## src/rtl/video_pkg.sv

```systemverilog
// Timing constants and the control-word type for the 1024x768 @ 60 Hz raster.
package video_pkg;

    localparam int H_ACTIVE = 1024;
    localparam int H_FP     = 24;
    localparam int H_SYNC   = 136;
    localparam int H_BP     = 160;
    localparam int V_ACTIVE = 768;
    localparam int V_FP     = 3;
    localparam int V_SYNC   = 6;
    localparam int V_BP     = 29;

    localparam int H_TOTAL      = H_ACTIVE + H_FP + H_SYNC + H_BP;
    localparam int V_TOTAL      = V_ACTIVE + V_FP + V_SYNC + V_BP;
    localparam int H_SYNC_START = H_ACTIVE + H_FP;
    localparam int V_SYNC_START = V_ACTIVE + V_FP;

    // Sync/blank word carried down the delay line alongside the compositor
    typedef struct packed {
        logic hs;
        logic vs;
        logic blank;
    } ctrl_t;

    // Inactive syncs, blanked: what the pins show while nothing valid is in flight
    localparam ctrl_t CTRL_IDLE = '{hs: 1'b1, vs: 1'b1, blank: 1'b1};

endpackage

```

## src/rtl/video_timing_out_sync_delay.sv

```systemverilog
// Fixed-depth shift register; every stage resets to RST_VAL so a reset flushes it.
module sync_delay #(
    parameter int                 WIDTH   = 3,
    parameter int                 DEPTH   = 9,
    parameter logic [WIDTH-1:0]   RST_VAL = '1
) (
    input  logic             clk_in,
    input  logic             rst_n_in,
    input  logic [WIDTH-1:0] din,
    output logic [WIDTH-1:0] dout
);

    logic [DEPTH-1:0][WIDTH-1:0] stage_pipe;

    // Shift one stage per cycle; stage 0 takes the fresh decode
    always_ff @(posedge clk_in or negedge rst_n_in) begin
        if (!rst_n_in) begin
            stage_pipe <= {DEPTH{RST_VAL}};
        end else begin
            stage_pipe[0] <= din;
            for (int i = 1; i < DEPTH; i++) begin
                stage_pipe[i] <= stage_pipe[i-1];
            end
        end
    end

    assign dout = stage_pipe[DEPTH-1];

endmodule

```

## src/rtl/video_timing_out.sv

```systemverilog
// Raster counters, sync/blank decode, latency-matched VGA output stage and frame pulse.
module video_timing_out #(
    parameter int H_ACTIVE   = video_pkg::H_ACTIVE,
    parameter int H_FP       = video_pkg::H_FP,
    parameter int H_SYNC     = video_pkg::H_SYNC,
    parameter int H_BP       = video_pkg::H_BP,
    parameter int V_ACTIVE   = video_pkg::V_ACTIVE,
    parameter int V_FP       = video_pkg::V_FP,
    parameter int V_SYNC     = video_pkg::V_SYNC,
    parameter int V_BP       = video_pkg::V_BP,
    parameter int PIPE_DEPTH = 9
) (
    input  logic        clk_in,
    input  logic        rst_n_in,
    input  logic [11:0] pixel_in,
    output logic [10:0] hcount_out,
    output logic [9:0]  vcount_out,
    output logic        new_frame_out,
    output logic [3:0]  vga_r,
    output logic [3:0]  vga_g,
    output logic [3:0]  vga_b,
    output logic        vga_hs,
    output logic        vga_vs
);

    import video_pkg::*;

    // Boundaries pre-sized to the counter widths so compares stay unsigned and exact
    localparam logic [10:0] H_LAST  = 11'(H_ACTIVE + H_FP + H_SYNC + H_BP - 1);
    localparam logic [9:0]  V_LAST  = 10'(V_ACTIVE + V_FP + V_SYNC + V_BP - 1);
    localparam logic [10:0] HS_FIRST = 11'(H_ACTIVE + H_FP);
    localparam logic [10:0] HS_LAST  = 11'(H_ACTIVE + H_FP + H_SYNC - 1);
    localparam logic [9:0]  VS_FIRST = 10'(V_ACTIVE + V_FP);
    localparam logic [9:0]  VS_LAST  = 10'(V_ACTIVE + V_FP + V_SYNC - 1);
    localparam logic [10:0] H_VIS    = 11'(H_ACTIVE);
    localparam logic [9:0]  V_VIS    = 10'(V_ACTIVE);

    ctrl_t ctrl_raw;
    ctrl_t ctrl_dly;
    logic  at_last;

    assign at_last = (hcount_out == H_LAST) && (vcount_out == V_LAST);

    // Horizontal counter every cycle; vertical steps on horizontal wrap
    always_ff @(posedge clk_in or negedge rst_n_in) begin
        if (!rst_n_in) begin
            hcount_out <= '0;
            vcount_out <= '0;
        end else if (hcount_out == H_LAST) begin
            hcount_out <= '0;
            vcount_out <= (vcount_out == V_LAST) ? '0 : vcount_out + 10'd1;
        end else begin
            hcount_out <= hcount_out + 11'd1;
        end
    end

    // Raw sync/blank for the counts presented this cycle
    always_comb begin
        ctrl_raw       = CTRL_IDLE;
        ctrl_raw.hs    = !((hcount_out >= HS_FIRST) && (hcount_out <= HS_LAST));
        ctrl_raw.vs    = !((vcount_out >= VS_FIRST) && (vcount_out <= VS_LAST));
        ctrl_raw.blank = (hcount_out >= H_VIS) || (vcount_out >= V_VIS);
    end

    // Match the compositor latency so control lines up with pixel_in
    sync_delay #(
        .WIDTH   ($bits(ctrl_t)),
        .DEPTH   (PIPE_DEPTH),
        .RST_VAL (CTRL_IDLE)
    ) u_sync_delay (
        .clk_in   (clk_in),
        .rst_n_in (rst_n_in),
        .din      (ctrl_raw),
        .dout     (ctrl_dly)
    );

    // Frame pulse lands in the cycle the counters show (0,0) after a real wrap
    always_ff @(posedge clk_in or negedge rst_n_in) begin
        if (!rst_n_in) new_frame_out <= 1'b0;
        else           new_frame_out <= at_last;
    end

    // Registered pins: colour gated by delayed blank, syncs passed through
    always_ff @(posedge clk_in or negedge rst_n_in) begin
        if (!rst_n_in) begin
            vga_r  <= '0;
            vga_g  <= '0;
            vga_b  <= '0;
            vga_hs <= 1'b1;
            vga_vs <= 1'b1;
        end else begin
            if (ctrl_dly.blank) begin
                vga_r <= '0;
                vga_g <= '0;
                vga_b <= '0;
            end else begin
                vga_r <= pixel_in[11:8];
                vga_g <= pixel_in[7:4];
                vga_b <= pixel_in[3:0];
            end
            vga_hs <= ctrl_dly.hs;
            vga_vs <= ctrl_dly.vs;
        end
    end

endmodule

```

## config.mk

```make
export PLATFORM = sky130hd
export DESIGN_NAME = video_timing_out
export DESIGN_NICKNAME = d
export VERILOG_FILES = /design/src/rtl/video_pkg.sv /design/src/rtl/video_timing_out_sync_delay.sv /design/src/rtl/video_timing_out.sv
export SDC_FILE = /design/constraint.sdc
export NUM_CORES = 1
export LEC_CHECK = 0
export ABC_AREA = 1
export CORE_ASPECT_RATIO = 0.9
export CORE_UTILIZATION = 50
export DETAILED_ROUTE_END_ITERATION = 10
export GPL_TIMING_DRIVEN = 0
export PLACE_DENSITY = 0.83
export SYNTH_ARGS = -nofsm -noshare
export SYNTH_HDL_FRONTEND = slang
export SYNTH_SLANG_ARGS = --single-unit
```

## constraint.sdc

```tcl
create_clock -name clk_in -period 1.9 [get_ports clk_in]
set_clock_uncertainty 0.2 [all_clocks]
set_input_delay 0.38 -clock clk_in [delete_from_list [all_inputs] [get_ports clk_in]]
set_output_delay 0.38 -clock clk_in [all_outputs]
set_load 0.02 [all_outputs]
```

==> metrics.cfg <==
[outcome]
outcome=finished, final reports clean

[floorplan]
dieWidth_microns=76.46
core_sq_mm=0.004835
start_util=0.5160
fp.dieH_microns=69.02
rows=24
io_pins=50
fp.dieArea_sq_mm=0.005277

[worst_hold_path]
min_from=u_sync_delay.dout[1]
hold_path.class=register to register

[timing]
rsz0062_at_grt=false
hold_violations=0
fmax_mhz=544.7
worst_pin_slew_ns=0.4864
timing.final.crit_share=0.9662
slew_violations=0
finalSetupViolations=0
setup_ws_ns=0.06413
period_needed_ns=1.836
fin_setup_tns_ns=0
relSlewSlack=0.6757

[cells_and_area]
fin_nets=330
fillers=370
fin_cells=381
layout-drive-gt1-share=0.1899
n_antenna_cell=0
fin_util=0.6747
area_delta_synth_final_pct=30.74

[critical_path]
cp_max_fo=1
cp-startpoint=vga_r[2]
required_ns=1.32
cp-start-kind=register
cp.arrival_ns=1.26
max_stage_delay_ns=0.60
path_buf_inv=1
crit_path_top_delay_cell=clkdlybuf4s50_1
crit_family=buffers and inverters
timing.rr.start=hcount_out[0]
crit_chain=clkdlybuf4s50_1
worst_setup_path_end_kind=output pin
crit_type=register to output pin

[grt]
grt_pass1_wl_microns=7493
grt-ovfl-total=0
antenna_found_initial=0
first_global_vias=1671
grt.total_usage=0.1896
grt_start_max_net_pins=43

[logic_synthesis]
synth_top_family_by_area=simple AND/OR/NAND/NOR gates
ys_ff_latch=63
synthCells=247
syn_avg_cell_area_sq_um=10.10
synth_area_sq_mm=0.002495
synth_compound_area_frac=0.03811
synthAdderAreaFrac=0.02508
synth-simple-area-share=0.2011
synth_xor_area_frac=0.01053
ys_types=28
synthMuxAreaShare=0
yosysSeqAreaShare=0.6464
synth_warnings=0
synth_fp_nets=266

[cts]
cts_tree=yes
clock_latency_ns=0.34
clockBufferDepth=2
clock-sinks=63
clkTransAtPathRegs_ns=0.06
cts_inserted_buffers=9
htreeDepth=3
clock_tree.root_cell=clkbuf_8

[drt]
drt_pass1_iterations=4
vias=1824
wire_per_inst_microns=11.54
ant_nets=0
route.detailed.drc=0
vias_per_cell=4.787
postRouteWirelength_microns=4395
drt_iter0_markers=105

[place]
gp_congestion=0.9083
placedCellCount=362
portBuffers=49
post-dp-hpwl_microns=3067
pre_cts_slack_ns=-0.001878

[power_and_ir_drop]
leakage_nw=1.592
powerDensity_mw_per_mm2=755.9
vdd_ir_drop_max_v=0.0004856
power_w=0.002466

[flow_run]
maxCapViolCount=0

## kinds of logic (layout without fill, tap and decap cells)
family                   after synthesis  after routing
adder cells (fa/ha/maj)                5              5
XOR/XNOR                               3              3
flip-flops                            63             63
AO/OA/AOI/OAI                         18             18
buffers and inverters                 50            119
AND/OR/NAND/NOR                      108            108
## cell usage after synthesis
library cell	n	area, sq um
o21ai_1	1	5.000
xor2_1	3	26.28
nor3_2	1	10.01
inv_2	2	7.510
nor3_1	2	10.01
buf_6	1	11.26
or2_2	1	6.260
nand3_1	18	90.09
dfstp_2	29	762.0
nor4_1	1	6.260
nand3b_1	1	7.510
nor2_4	1	11.26
nor2_1	30	112.6
buf_2	1	5.000
a22oi_1	1	7.510
o21ai_0	11	55.05
o211ai_1	1	7.510
nand2_1	39	146.4
nor3_4	1	16.27
nand3_2	1	10.01
a21oi_1	4	20.02
ha_1	5	62.56
nand2_2	2	12.51
clkbuf_1	1	3.750
inv_1	45	168.9
dfrtp_1	34	850.8
nor2_2	2	12.51
nand4_1	8	50.05
## worst paths after layout
path                                              endpoint  slack (ns)  cells past startpoint
worst min-delay path                                vga_vs        0.16                      0
worst min register to register                      vga_vs        0.16                      0
worst max register to register               vcount_out[9]        0.09                      6
worst max-delay path                              vga_r[2]        0.06                      1
min in group asynchronous                    new_frame_out        0.34                      2
max in group asynchronous       u_sync_delay.stage_pipe[0]        0.53                      3
## power by group
group / switching (W) / total (W) / internal [W]
sequential: 0.00000312 / 0.00136 / 0.00136
combinational: 0.0000546 / 0.000108 / 0.0000531
clock: 0.000452 / 0.000997 / 0.000545
## per-stage QoR
stage | area (sq um) | hold slack [ns]
after global routing | 3262 | 0.1573
after CTS | 3237 | 0.1557
final | 3262 | 0.1552
after global placement | 3067 | 0.1463
after detailed placement | 3082 | 0.1468
after floorplan | 2495 | -0.1156
## metal layers
layer  vias up  routed length (microns)  global-route usage
met2        60                     2019              0.2783
li1        892                        -                   -
met3         7                      252             0.07020
met1       865                     2060              0.2448
met4         0                       64              0.1026
met5         -                        0                   0
## layout by cell type (no fill, tap or decap), types with 3 or more instances in the layout
cell	count
dfrtp_1	34
nand3_1	18
clkbuf_8	11
ha_1	4
nand2_1	39
o21ai_0	11
nor2_1	29
clkdlybuf4s50_1	24
clkbuf_1	5
a21oi_1	4
dfstp_2	29
inv_1	45
xor2_1	3
nand4_1	8
dlygate4sd2_1	23
## registers in the layout, summed over array words and instances (netlist names)
register and flops:
vga_r 4, vcount_out 10, hcount_out 11, new_frame_out 1
u_sync_delay.dout 3, u_sync_delay.stage_pipe 24, vga_vs 1, vga_g 4
vga_b 4, vga_hs 1
## area by class of cell
class / instances / area (sq um) / share of cell area
clock buffers: 15 / 166.4 / 0.05102
plain buffers: 3 / 20.02 / 0.006137
well taps: 65 / 81.33 / 0.02493
repair buffers: 53 / 504.2 / 0.1546
clock inverters: 1 / 5.005 / 0.001534
inverters: 47 / 176.4 / 0.05409
multi-input cells: 134 / 695.7 / 0.2133
flip-flops and latches: 63 / 1613 / 0.4944
## what timing repair did
action	in CTS	in global routing
setup buffers	0	2
endpoints found under the setup margin	24	10
resized for setup	24	3
hold buffers	1	0
pin swaps	0	0
gates cloned	0	0
endpoints found under the hold margin	7	0
Power figures use the tool's default switching activity.
